==> config.mk <==
export PLATFORM = sky130hd
export DESIGN_NAME = hs_dcr_mport
export DESIGN_NICKNAME = d
export VERILOG_FILES = /design/src/rtl/hs_dcr_mport.sv
export SDC_FILE = /design/constraint.sdc
export NUM_CORES = 1
export LEC_CHECK = 0
export CAP_MARGIN = 20
export CORE_ASPECT_RATIO = 0.9
export CORE_MARGIN = 1
export CORE_UTILIZATION = 50
export CTS_CLUSTER_DIAMETER = 60
export DETAILED_ROUTE_END_ITERATION = 16
export GPL_TIMING_DRIVEN = 1
export PLACE_DENSITY_LB_ADDON = 0.15
export SLEW_MARGIN = 15
export SYNTH_ARGS = -nofsm -noshare
export SYNTH_HDL_FRONTEND = slang
export SYNTH_SLANG_ARGS = --single-unit
==> constraint.sdc <==
create_clock -name sys_clk -period 6.1 [get_ports sys_clk]
set_input_delay 1.22 -clock sys_clk [delete_from_list [all_inputs] [get_ports sys_clk]]
set_output_delay 1.22 -clock sys_clk [all_outputs]
set_load 0.01 [all_outputs]
==> src/rtl/hs_dcr_mport.sv <==
// Multi-port DCR register block for the SATA host: per-port W1C interrupt status,
// enable masks, DMA command queues with req/ack heads, and DMA completion counters.
module hs_dcr_mport #(
  parameter int C_NUM_PORTS = 2,
  parameter int C_DMA_DEPTH = 4,
  parameter int C_CNT_W     = 16
) (
  input  logic                     sys_clk,
  input  logic                     sys_rst,
  input  logic [7:0]               address,
  input  logic                     write,
  input  logic [31:0]              writedata,
  output logic [31:0]              readdata,
  output logic                     irq,
  input  logic [C_NUM_PORTS-1:0]   linkup,
  input  logic [C_NUM_PORTS-1:0]   plllock,
  input  logic [C_NUM_PORTS-1:0]   rxfifo_irq,
  input  logic [C_NUM_PORTS-1:0]   cxfifo_irq,
  output logic [C_NUM_PORTS-1:0]   dma_req,
  input  logic [C_NUM_PORTS-1:0]   dma_ack,
  output logic [32*C_NUM_PORTS-1:0] dma_address,
  output logic [16*C_NUM_PORTS-1:0] dma_length,
  output logic [4*C_NUM_PORTS-1:0]  dma_pm,
  output logic [4*C_NUM_PORTS-1:0]  dma_flags
);
  localparam int PTR_W = $clog2(C_DMA_DEPTH);
  localparam int QCNT_W = PTR_W + 1;
  localparam logic [QCNT_W-1:0] Q_FULL = QCNT_W'(C_DMA_DEPTH);

  localparam logic [3:0] OFF_STATUS = 4'd0;
  localparam logic [3:0] OFF_ISR    = 4'd1;
  localparam logic [3:0] OFF_IER    = 4'd2;
  localparam logic [3:0] OFF_ADDR   = 4'd3;
  localparam logic [3:0] OFF_CTRL   = 4'd4;
  localparam logic [3:0] OFF_DONE   = 4'd5;

  logic [2:0]         link_sync  [C_NUM_PORTS];
  logic [2:0]         pll_sync   [C_NUM_PORTS];
  logic [1:0]         isr_lo     [C_NUM_PORTS];
  logic [1:0]         isr_hi     [C_NUM_PORTS];
  logic [5:0]         ier_q      [C_NUM_PORTS];
  logic [31:0]        stage_addr [C_NUM_PORTS];
  logic [C_CNT_W-1:0] done_cnt   [C_NUM_PORTS];
  logic [PTR_W-1:0]   wr_ptr     [C_NUM_PORTS];
  logic [PTR_W-1:0]   rd_ptr     [C_NUM_PORTS];
  logic [QCNT_W-1:0]  q_cnt      [C_NUM_PORTS];
  logic [31:0]        q_addr     [C_NUM_PORTS][C_DMA_DEPTH];
  logic [23:0]        q_ctrl     [C_NUM_PORTS][C_DMA_DEPTH];

  logic [C_NUM_PORTS-1:0] port_wr, q_empty, q_full, pop, push, push_ok, pend;
  logic [5:0]             isr_view [C_NUM_PORTS];
  logic [31:0]            rd_mux;
  logic [3:0]             offset;

  assign offset = address[3:0];

  always_comb begin
    dma_address = '0;
    dma_length  = '0;
    dma_pm      = '0;
    dma_flags   = '0;
    for (int p = 0; p < C_NUM_PORTS; p++) begin
      port_wr[p] = write && (address[7:4] == 4'(p));
      q_empty[p] = (q_cnt[p] == '0);
      q_full[p]  = (q_cnt[p] == Q_FULL);
      pop[p]     = dma_ack[p] && !q_empty[p];
      push[p]    = port_wr[p] && (offset == OFF_CTRL);
      // A full queue still accepts a push when the head leaves in the same cycle
      push_ok[p] = push[p] && (!q_full[p] || pop[p]);
      isr_view[p] = {isr_hi[p], cxfifo_irq[p], rxfifo_irq[p], isr_lo[p]};
      pend[p]     = |(isr_view[p] & ier_q[p]);
      dma_req[p]  = !q_empty[p];
      dma_address[32*p +: 32] = q_addr[p][rd_ptr[p]];
      dma_length[16*p +: 16]  = q_ctrl[p][rd_ptr[p]][15:0];
      dma_pm[4*p +: 4]        = q_ctrl[p][rd_ptr[p]][19:16];
      dma_flags[4*p +: 4]     = q_ctrl[p][rd_ptr[p]][23:20];
    end
  end

  always_comb begin
    rd_mux = '0;
    if (address == 8'hFF) begin
      for (int p = 0; p < C_NUM_PORTS; p++) rd_mux[p] = pend[p];
    end else begin
      for (int p = 0; p < C_NUM_PORTS; p++) begin
        if (address[7:4] == 4'(p)) begin
          case (offset)
            OFF_STATUS: begin
              rd_mux[0]     = link_sync[p][1];
              rd_mux[1]     = pll_sync[p][1];
              rd_mux[2]     = rxfifo_irq[p];
              rd_mux[3]     = cxfifo_irq[p];
              rd_mux[8]     = q_empty[p];
              rd_mux[9]     = q_full[p];
              rd_mux[15:12] = 4'(q_cnt[p]);
            end
            OFF_ISR:  rd_mux = {26'b0, isr_view[p]};
            OFF_IER:  rd_mux = {26'b0, ier_q[p]};
            OFF_ADDR: rd_mux = stage_addr[p];
            OFF_DONE: rd_mux = 32'(done_cnt[p]);
            default:  rd_mux = '0;
          endcase
        end
      end
    end
  end

  always_ff @(posedge sys_clk) begin
    if (sys_rst) begin
      readdata <= '0;
      irq      <= 1'b0;
      for (int p = 0; p < C_NUM_PORTS; p++) begin
        link_sync[p]  <= '0;
        pll_sync[p]   <= '0;
        isr_lo[p]     <= '0;
        isr_hi[p]     <= '0;
        ier_q[p]      <= '0;
        stage_addr[p] <= '0;
        done_cnt[p]   <= '0;
        wr_ptr[p]     <= '0;
        rd_ptr[p]     <= '0;
        q_cnt[p]      <= '0;
        for (int e = 0; e < C_DMA_DEPTH; e++) begin
          q_addr[p][e] <= '0;
          q_ctrl[p][e] <= '0;
        end
      end
    end else begin
      readdata <= rd_mux;
      irq      <= |pend;
      for (int p = 0; p < C_NUM_PORTS; p++) begin
        link_sync[p] <= {link_sync[p][1:0], linkup[p]};
        pll_sync[p]  <= {pll_sync[p][1:0], plllock[p]};
        // Hardware set is OR-ed in after the W1C mask so a coincident set survives
        isr_lo[p] <= (isr_lo[p] & ~((port_wr[p] && offset == OFF_ISR) ? writedata[1:0] : 2'b00))
                   | {pll_sync[p][1] ^ pll_sync[p][2], link_sync[p][1] ^ link_sync[p][2]};
        isr_hi[p] <= (isr_hi[p] & ~((port_wr[p] && offset == OFF_ISR) ? writedata[5:4] : 2'b00))
                   | {push[p] && !push_ok[p], pop[p]};
        if (port_wr[p] && offset == OFF_IER)  ier_q[p]      <= writedata[5:0];
        if (port_wr[p] && offset == OFF_ADDR) stage_addr[p] <= writedata;
        if (push_ok[p]) begin
          q_addr[p][wr_ptr[p]] <= stage_addr[p];
          q_ctrl[p][wr_ptr[p]] <= writedata[23:0];
          wr_ptr[p]            <= wr_ptr[p] + PTR_W'(1);
        end
        if (pop[p]) rd_ptr[p] <= rd_ptr[p] + PTR_W'(1);
        q_cnt[p] <= q_cnt[p] + QCNT_W'(push_ok[p]) - QCNT_W'(pop[p]);
        if (port_wr[p] && offset == OFF_DONE)
          done_cnt[p] <= pop[p] ? C_CNT_W'(1) : '0;
        else if (pop[p])
          done_cnt[p] <= done_cnt[p] + C_CNT_W'(1);
      end
    end
  end
endmodule

[Word level (Yosys, flattened, before mapping)]
Memories as Yosys holds them, arrays and structs flattened.
Index checks and enable logic that the tools add are counted.
Storage, ports and cells
  word-level logic and storage cells: 1122
  RAM bits: 590
  flip-flop bits (word level): 33
  bits of input ports: 53
  memories: 12
Operators by class
  reduce and logical (&&, ||, !) cells: 36
  add/subtract/negate cells: 10
  muxes and demuxes: 554
  equal/unequal tests: 9
  $lt $le $gt $ge: 6
  bitwise logic cells: 492
Memory list
  q_addr: words 2, width 128, rd ports 2, clocked after memory_dff 0, write ports 2, RTL line 47  | logic [31:0] q_addr [C_NUM_PORTS][C_DMA_DEPTH];
  q_ctrl: words 2, width 96, rd ports 2, clocked after memory_dff 0, write ports 2, RTL line 48  | logic [23:0] q_ctrl [C_NUM_PORTS][C_DMA_DEPTH];
  stage_addr: words 2, width 32, rd ports 2, clocked after memory_dff 0, write ports 2, RTL line 42  | logic [31:0] stage_addr [C_NUM_PORTS];
  done_cnt: words 2, width 16, rd ports 2, clocked after memory_dff 0, write ports 2, RTL line 43  | logic [C_CNT_W-1:0] done_cnt [C_NUM_PORTS];
  ier_q: words 2, width 6, rd ports 2, clocked after memory_dff 0, write ports 2, RTL line 41  | logic [5:0] ier_q [C_NUM_PORTS];
  link_sync: words 2, width 3, rd ports 2, clocked after memory_dff 0, write ports 2, RTL line 37  | logic [2:0] link_sync [C_NUM_PORTS];
  6 more memories
Operators by type and width (count)
  $mux 1: 489
  $or 1x1->1: 470
  $mux 32: 10
  $mux 128: 2
  $mux 96: 2
  $mux 24: 6
  $bmux 32 s2: 2
  $demux 32 s2: 2
  $bmux 24 s2: 2
  $demux 24 s2: 2
  $mux 16: 5
  $pmux 4 s5: 3
  $add 16x1->16 const B: 2
  $pmux 16 s2: 1
  $mux 2: 13
  $pmux 4 s3: 2
  $logic_and 1x1->1: 20
  $mux 3: 6
  $pmux 2 s3: 3
  $pmux 4 s4: 1
  $and 6x6->6: 2
  $ge 3x3->1 const B: 4
  $mux 6: 2
  $not 2->3: 4
  other kinds (21): 52

[Longest topological paths before layout]
Gate-level depths: netlist of the first run.
  word-level depth: 9
  mapped depth: 9

[Least setup slack after synthesis of the first run]
No wires, ideal clock.
  kind: input to register
  start point: in address[1]
  end point: mem q_addr[1][32] (netlist bit), enable pin
  library setup time: 417 ps
  buffers on the path: 2
  data arrival time: 3671 ps
  cell stages on the path: 6
  path slack: 2012 ps
  cell sequence: buf_2 and2b_1 nand4_4 buf_4 nor3_4 or2_1
RTL lines
  start: declaration: RTL line 10  | input logic [7:0] address,
  end: declaration: RTL line 47

==> results.ini, run 1 <==
[routing]
detail_route.wirelength_microns=69100
antenna_violating_nets_post_route=0
drt-wirelength-per-cell_microns=25.14
mean_number_of_vias_per_cell=5.857
route.vias.total=16100
residual_drc_count=0
first_pass_iters=5
drtIter0Drc=1369

[min_path]
holdCritStartpoint=link_sync[0][0]
worstHoldPathType=reg2reg
worstHoldPathCells=1
min_to=link_sync[0][1]

[job]
max_cap_violations=0

[grt]
grt_antenna_before_repair=2
grt_pass1_wl_microns=102400
global_route.usage.total_pct=25.28
pin_count_of_the_biggest_net_entering_global_routing=57
first_global_vias=15993
overflow=0

[floorplan]
die_height_microns=223.7
x_dimension_of_the_die_microns=248.3
fp-row-count=80
die_area_sq_um=55530
start_util_pct=51.06
ios=200
design.core.area_sq_um=53450

[logic_synthesis]
syn-cell-area_sq_um=27290
ys.flop_type=sky130_fd_sc_hd__edfxtp_1
synth-edff-count=564
ys_async_sr_fraction_pct=0
synth_cells=1809
post_synth.cell_area_avg_sq_um=15.09
share_of_synthesized_area_spent_on_multiplexers_pct=9.709
synthesis.nets=1878
yosys.area_share.adder_pct=0.7885
sequential_to_total_area_share_from_yosys_stat_pct=66.38
main_combinational_cell_family_by_area_after_synthesis=simple AND/OR/NAND/NOR gates
netlist-cell-type-count=63
post_synth_xor_area_fraction_pct=0.9627
synth_simple_gate_area_share_pct=16.31
synth-compound-area-share_pct=3.379
ys_seq_elements=623
ys_warn_count=0

[sta]
post_route_clock_period_utilization_pct=71.88
slew_violations=0
max_freq_mhz=228.1
slew_headroom_pct=36.01
finalSetupViolations=0
timing.final.hold_violations=0
timing.setup.tns_ns=0
rsz0062_at_grt=false
worst_pin_slew_ns=0.9520
skew_ns=0.01983
timing.final.crit_period_ns=4.385

[worst_setup_path]
rr_endpoint=q_ctrl[0][34]
worst-path-buf-inv=2
worst_ep_required_time_ns=4.88
timing.setup.critical_path_class=reg2out
largest_stage_delay_worst_path_ns=0.84
cp_cell_sequence=buf_4 -> mux4_2 -> clkdlybuf4s50_1
critPathArrivalTime_ns=3.16
r2r-start=q_cnt[0][2]
timing.critical_path.to_type=output pin
r2r_cells=6
setup.reg_to_reg.worst_slack_ns=3.38
path_max_fanout=25
timing.critical_path.slowest_stage_cell=sky130_fd_sc_hd__edfxtp_1
critPathTopFamily=buffers and inverters
startpoint_type=flip-flop

[layout]
layout_nets=2071
fin_util_pct=60.06
n_fill_cell=4052
stdcell_count=2749
synthToLayoutAreaGrowth_pct=17.63
drive_above_1_share_pct=13.36
finished_cell_area_sq_um=32100

[place]
place_area_sq_um=30020
buffers_on_ports=199
dp.final_hpwl_microns=43540
gpl.final_weighted_congestion=0.8551
post-place-cells=2631

[clock_tree]
htreeDepth=3
cts.reportedPaths.clkPinSlew_ns=0.06
clk_path_buf_depth=3
clock_sink_count=623
holdBufCountCts=0
cts_root_buf=sky130_fd_sc_hd__clkbuf_16
tritoncts=built
post_cts_buffers=0
clk_latency_ns=0.59
tritoncts.num_buffers=66
cts_resized=0

[power]
p_total_mw=11.08
power_density_normalized_to_cell_area_nw_per_um2=345.0
leakage_power_nw=11.30
worst_ir_drop_vdd_uv=244.0

[run_status]
outcome=finished clean

==> registers in the layout (all words and copies together) (netlist names) <==
signal      count
irq             1
q_cnt           6
readdata       32
q_ctrl        192
wr_ptr          4
rd_ptr          4
stage_addr     64
done_cnt       32
pll_sync        6
q_addr        256
isr_hi          4
ier_q          12
link_sync       6
isr_lo          4
==> cell type report <==
| class | instances | area, sq um | share of cell area, % |
|---|---|---|---|
| diodes | 1 | 2.502 | 0.007795 |
| well taps | 697 | 872.1 | 2.716 |
| clock inverters | 21 | 203.9 | 0.6353 |
| inverters | 35 | 131.4 | 0.4092 |
| flip-flops and latches | 623 | 18120 | 56.43 |
| repair buffers | 244 | 2362 | 7.358 |
| multi-input cells | 1032 | 8534 | 26.58 |
| clock buffers | 96 | 1881 | 5.858 |
==> placed cells by master (no fill, tap or decap), drive strengths merged, types with 6 or more instances in the layout <==
cell           instances
nor2b                 18
mux4                 113
clkinv                15
a21oi                 36
clkdlybuf4s50        198
or2                   10
and3                  10
o21ai                 19
clkbuf                96
a32oi                  7
mux2i                  6
buf                   46
nand3                 30
a22oi                 26
nand2b                 6
edfxtp               564
a22o                  13
nor3                  20
o22ai                  6
nand3b                13
xor2                  14
nand2                 26
nand4                 13
ha                    14
inv                   36
and2                 455
dfxtp                 59
nor2                  59
xnor2                 16
nor4                  41
o211ai                10
==> power breakdown <==
part	internal, mW	switching (mW)
clock	2.31	1.60
combinational	1.06	1.02
sequential	4.89	0.201
total	8.25	2.82
==> routing by layer <==
layer  wire [microns]  part of all wire, %  GRT usage, %
met2            33550                   49         40.31
met4             1599                  2.3         7.081
met3             4695                  6.8         4.145
met1            29230                   42         36.00
met5               25                0.036             0
==> how the worst max path moves through the flow <==
stage | cells past startpoint | start | endpoint | slack, ns
final | 3 | rd_ptr[0][0] | dma_address[9] | 1.72
after global routing | 3 | rd_ptr[0][0] | dma_address[8] | 1.51
after CTS | 3 | rd_ptr[0][0] | dma_address[9] | 1.57
after detailed placement | 7 | write | q_addr[0][25] | 1.68
after global placement | 7 | write | q_addr[0][24] | 1.76
after floorplan | 6 | address[1] | q_addr[1][32] | 2.01
==> logic make-up after synthesis <==
kind of cell	Yosys count
flip-flops	623
buffers and inverters	154
multiplexers	123
adder cells (fa/ha/maj)	16
AO/OA/AOI/OAI	136
XOR/XNOR	30
AND/OR/NAND/NOR	727
==> synth_stat cells, drive strengths merged, types with 18 or more instances <==
cell,count,area [sq um]
a21oi,36,180.2
a22oi,26,195.2
and2,455,2846
buf,62,330.3
clkbuf,57,214.0
dfxtp,59,1181
edfxtp,564,16940
inv,34,127.6
mux4,113,2545
nand2,26,97.59
nand3,30,150.1
nor2,59,221.5
nor2b,18,112.6
nor3,20,177.7
nor4,41,262.8
o21ai,19,95.09
==> stage by stage <==
| step | setup WS, ns | hold WS (ns) |
|---|---|---|
| 3_5_place_dp | 1.682 | 0.4237 |
| 6_report | 1.715 | 0.4364 |
| 4_1_cts | 1.571 | 0.4380 |
| 3_3_place_gp | 1.759 | 0.4194 |
| 5_1_grt | 1.508 | 0.4499 |
| 2_1_floorplan | 2.012 | 0.4138 |
Note: power is estimated with default switching activity, not from simulation.
==> inputs of run 2 (changes only) <==
==> constraint.sdc (replaced) <==
create_clock -name sys_clk -period 4.15 [get_ports sys_clk]
set_input_delay 0.83 -clock sys_clk [delete_from_list [all_inputs] [get_ports sys_clk]]
set_output_delay 0.83 -clock sys_clk [all_outputs]
set_load 0.01 [all_outputs]
==> results.ini, run 2 (synthesis gave the netlist of run 1 again) <==
[sta]
slew_violations=0
timing.setup.tns_ns=0
worst_pin_slew_ns=1.021
finalSetupViolations=0
rsz0062_at_grt=false
skew_ns=0.01742
timing.final.hold_violations=0
timing.final.crit_period_ns=3.535
max_freq_mhz=282.9
post_route_clock_period_utilization_pct=85.17
slew_headroom_pct=31.48

[clock_tree]
tritoncts=built
clock_sink_count=623
holdBufCountCts=0
tritoncts.num_buffers=67
clk_path_buf_depth=3
cts.reportedPaths.clkPinSlew_ns=0.06
cts_resized=0
cts_root_buf=sky130_fd_sc_hd__clkbuf_16
post_cts_buffers=0
clk_latency_ns=0.60
htreeDepth=3

[min_path]
worstHoldPathType=reg2reg
min_to=link_sync[0][1]
holdCritStartpoint=link_sync[0][0]
worstHoldPathCells=1

[routing]
mean_number_of_vias_per_cell=5.864
residual_drc_count=0
route.vias.total=16174
detail_route.wirelength_microns=70460
first_pass_iters=5
drt-wirelength-per-cell_microns=25.55
antenna_violating_nets_post_route=0
drtIter0Drc=1419

[layout]
drive_above_1_share_pct=14.24
fin_util_pct=60.20
n_fill_cell=4048
layout_nets=2081
synthToLayoutAreaGrowth_pct=17.89
reg_top3=q_addr x256, q_ctrl x192, stage_addr x64
layout_commonest_cell=sky130_fd_sc_hd__edfxtp_1
layout_common_cells=564 x sky130_fd_sc_hd__edfxtp_1, 455 x sky130_fd_sc_hd__and2_1, 198 x sky130_fd_sc_hd__clkdlybuf4s50_1
largest_register=q_addr
largest_reg_flops=256

[floorplan]
start_util_pct=51.06
die_area_sq_um=55530
die_height_microns=223.7
x_dimension_of_the_die_microns=248.3
design.core.area_sq_um=53450
fp-row-count=80
ios=200

[grt]
first_global_vias=16167
grt_antenna_before_repair=4
pin_count_of_the_biggest_net_entering_global_routing=53
grt_pass1_wl_microns=104400
overflow=0
global_route.usage.total_pct=25.88

[place]
buffers_on_ports=199
dp.final_hpwl_microns=45420
gpl.final_weighted_congestion=0.8679

[worst_setup_path]
r2r-start=q_cnt[0][5]
timing.setup.critical_path_class=reg2out
setup.reg_to_reg.worst_slack_ns=1.52
worst_ep_required_time_ns=3.32
rr_endpoint=q_cnt[0][5]
startpoint_type=flip-flop
critPathArrivalTime_ns=2.70
timing.critical_path.to_type=output pin
r2r_cells=8
path_max_fanout=33

[power]
worst_ir_drop_vdd_uv=409.3
power_density_normalized_to_cell_area_nw_per_um2=505.2
leakage_power_nw=11.36

[job]
max_cap_violations=0

[run_status]
outcome=finished clean

-- run 2: cell type report --
class / instances / area [sq um] / share of cell area (%)
diodes: 3 / 7.507 / 0.02333
clock buffers: 94 / 1932 / 6.004
clock inverters: 21 / 140.1 / 0.4355
inverters: 35 / 131.4 / 0.4083
multi-input cells: 1032 / 8534 / 26.52
flip-flops and latches: 623 / 18120 / 56.31
well taps: 697 / 872.1 / 2.710
repair buffers: 253 / 2442 / 7.590
-- run 2: where the power goes --
group | internal [mW] | total, mW | switching (mW) | leakage [nW]
logic | 1.57 | 3.10 | 1.54 | 4.09
clock network | 3.30 | 5.68 | 2.38 | 1.02
registers | 7.18 | 7.47 | 0.292 | 6.25
-- run 2: metrics by stage --
step	instance area [sq um]	worst slack [ns]	hold slack (ns)	total power, mW	instances
after floorplan	27290	0.4516	0.4138	9.191	1809
after global placement	30100	0.5960	0.4197	10.71	2640
after detailed placement	30100	0.5100	0.4325	10.73	2640
after CTS	32170	0.5503	0.4443	16.38	2755
after global routing	32170	0.4525	0.4615	16.80	2755
final	32180	0.6154	0.4426	16.26	2758
-- run 2: routing by layer --
metal  GRT usage (%)  part of all wire, %
met2           40.59                   47
met1           35.55                   41
met3           5.595                  7.7
met4           9.579                  3.6
met5               0                    0
-- run 2: worst max-delay path by stage --
stage	startpoint	end	slack, ns	cells past startpoint
4_1_cts	rd_ptr[0][0]	dma_address[7]	0.55	3
2_1_floorplan	address[1]	q_addr[1][32]	0.45	6
3_5_place_dp	address[5]	q_ctrl[0][85]	0.51	6
6_report	rd_ptr[0][0]	dma_address[7]	0.62	3
5_1_grt	rd_ptr[0][0]	dma_address[7]	0.45	3
3_3_place_gp	dma_ack[1]	q_cnt[0][5]	0.60	9
-- run 2: critical path, stage by stage (launching register included) --
cell,delay (ns)
sky130_fd_sc_hd__edfxtp_1,0.36
sky130_fd_sc_hd__buf_4,0.55
sky130_fd_sc_hd__mux4_2,0.66
sky130_fd_sc_hd__clkdlybuf4s50_1,0.51
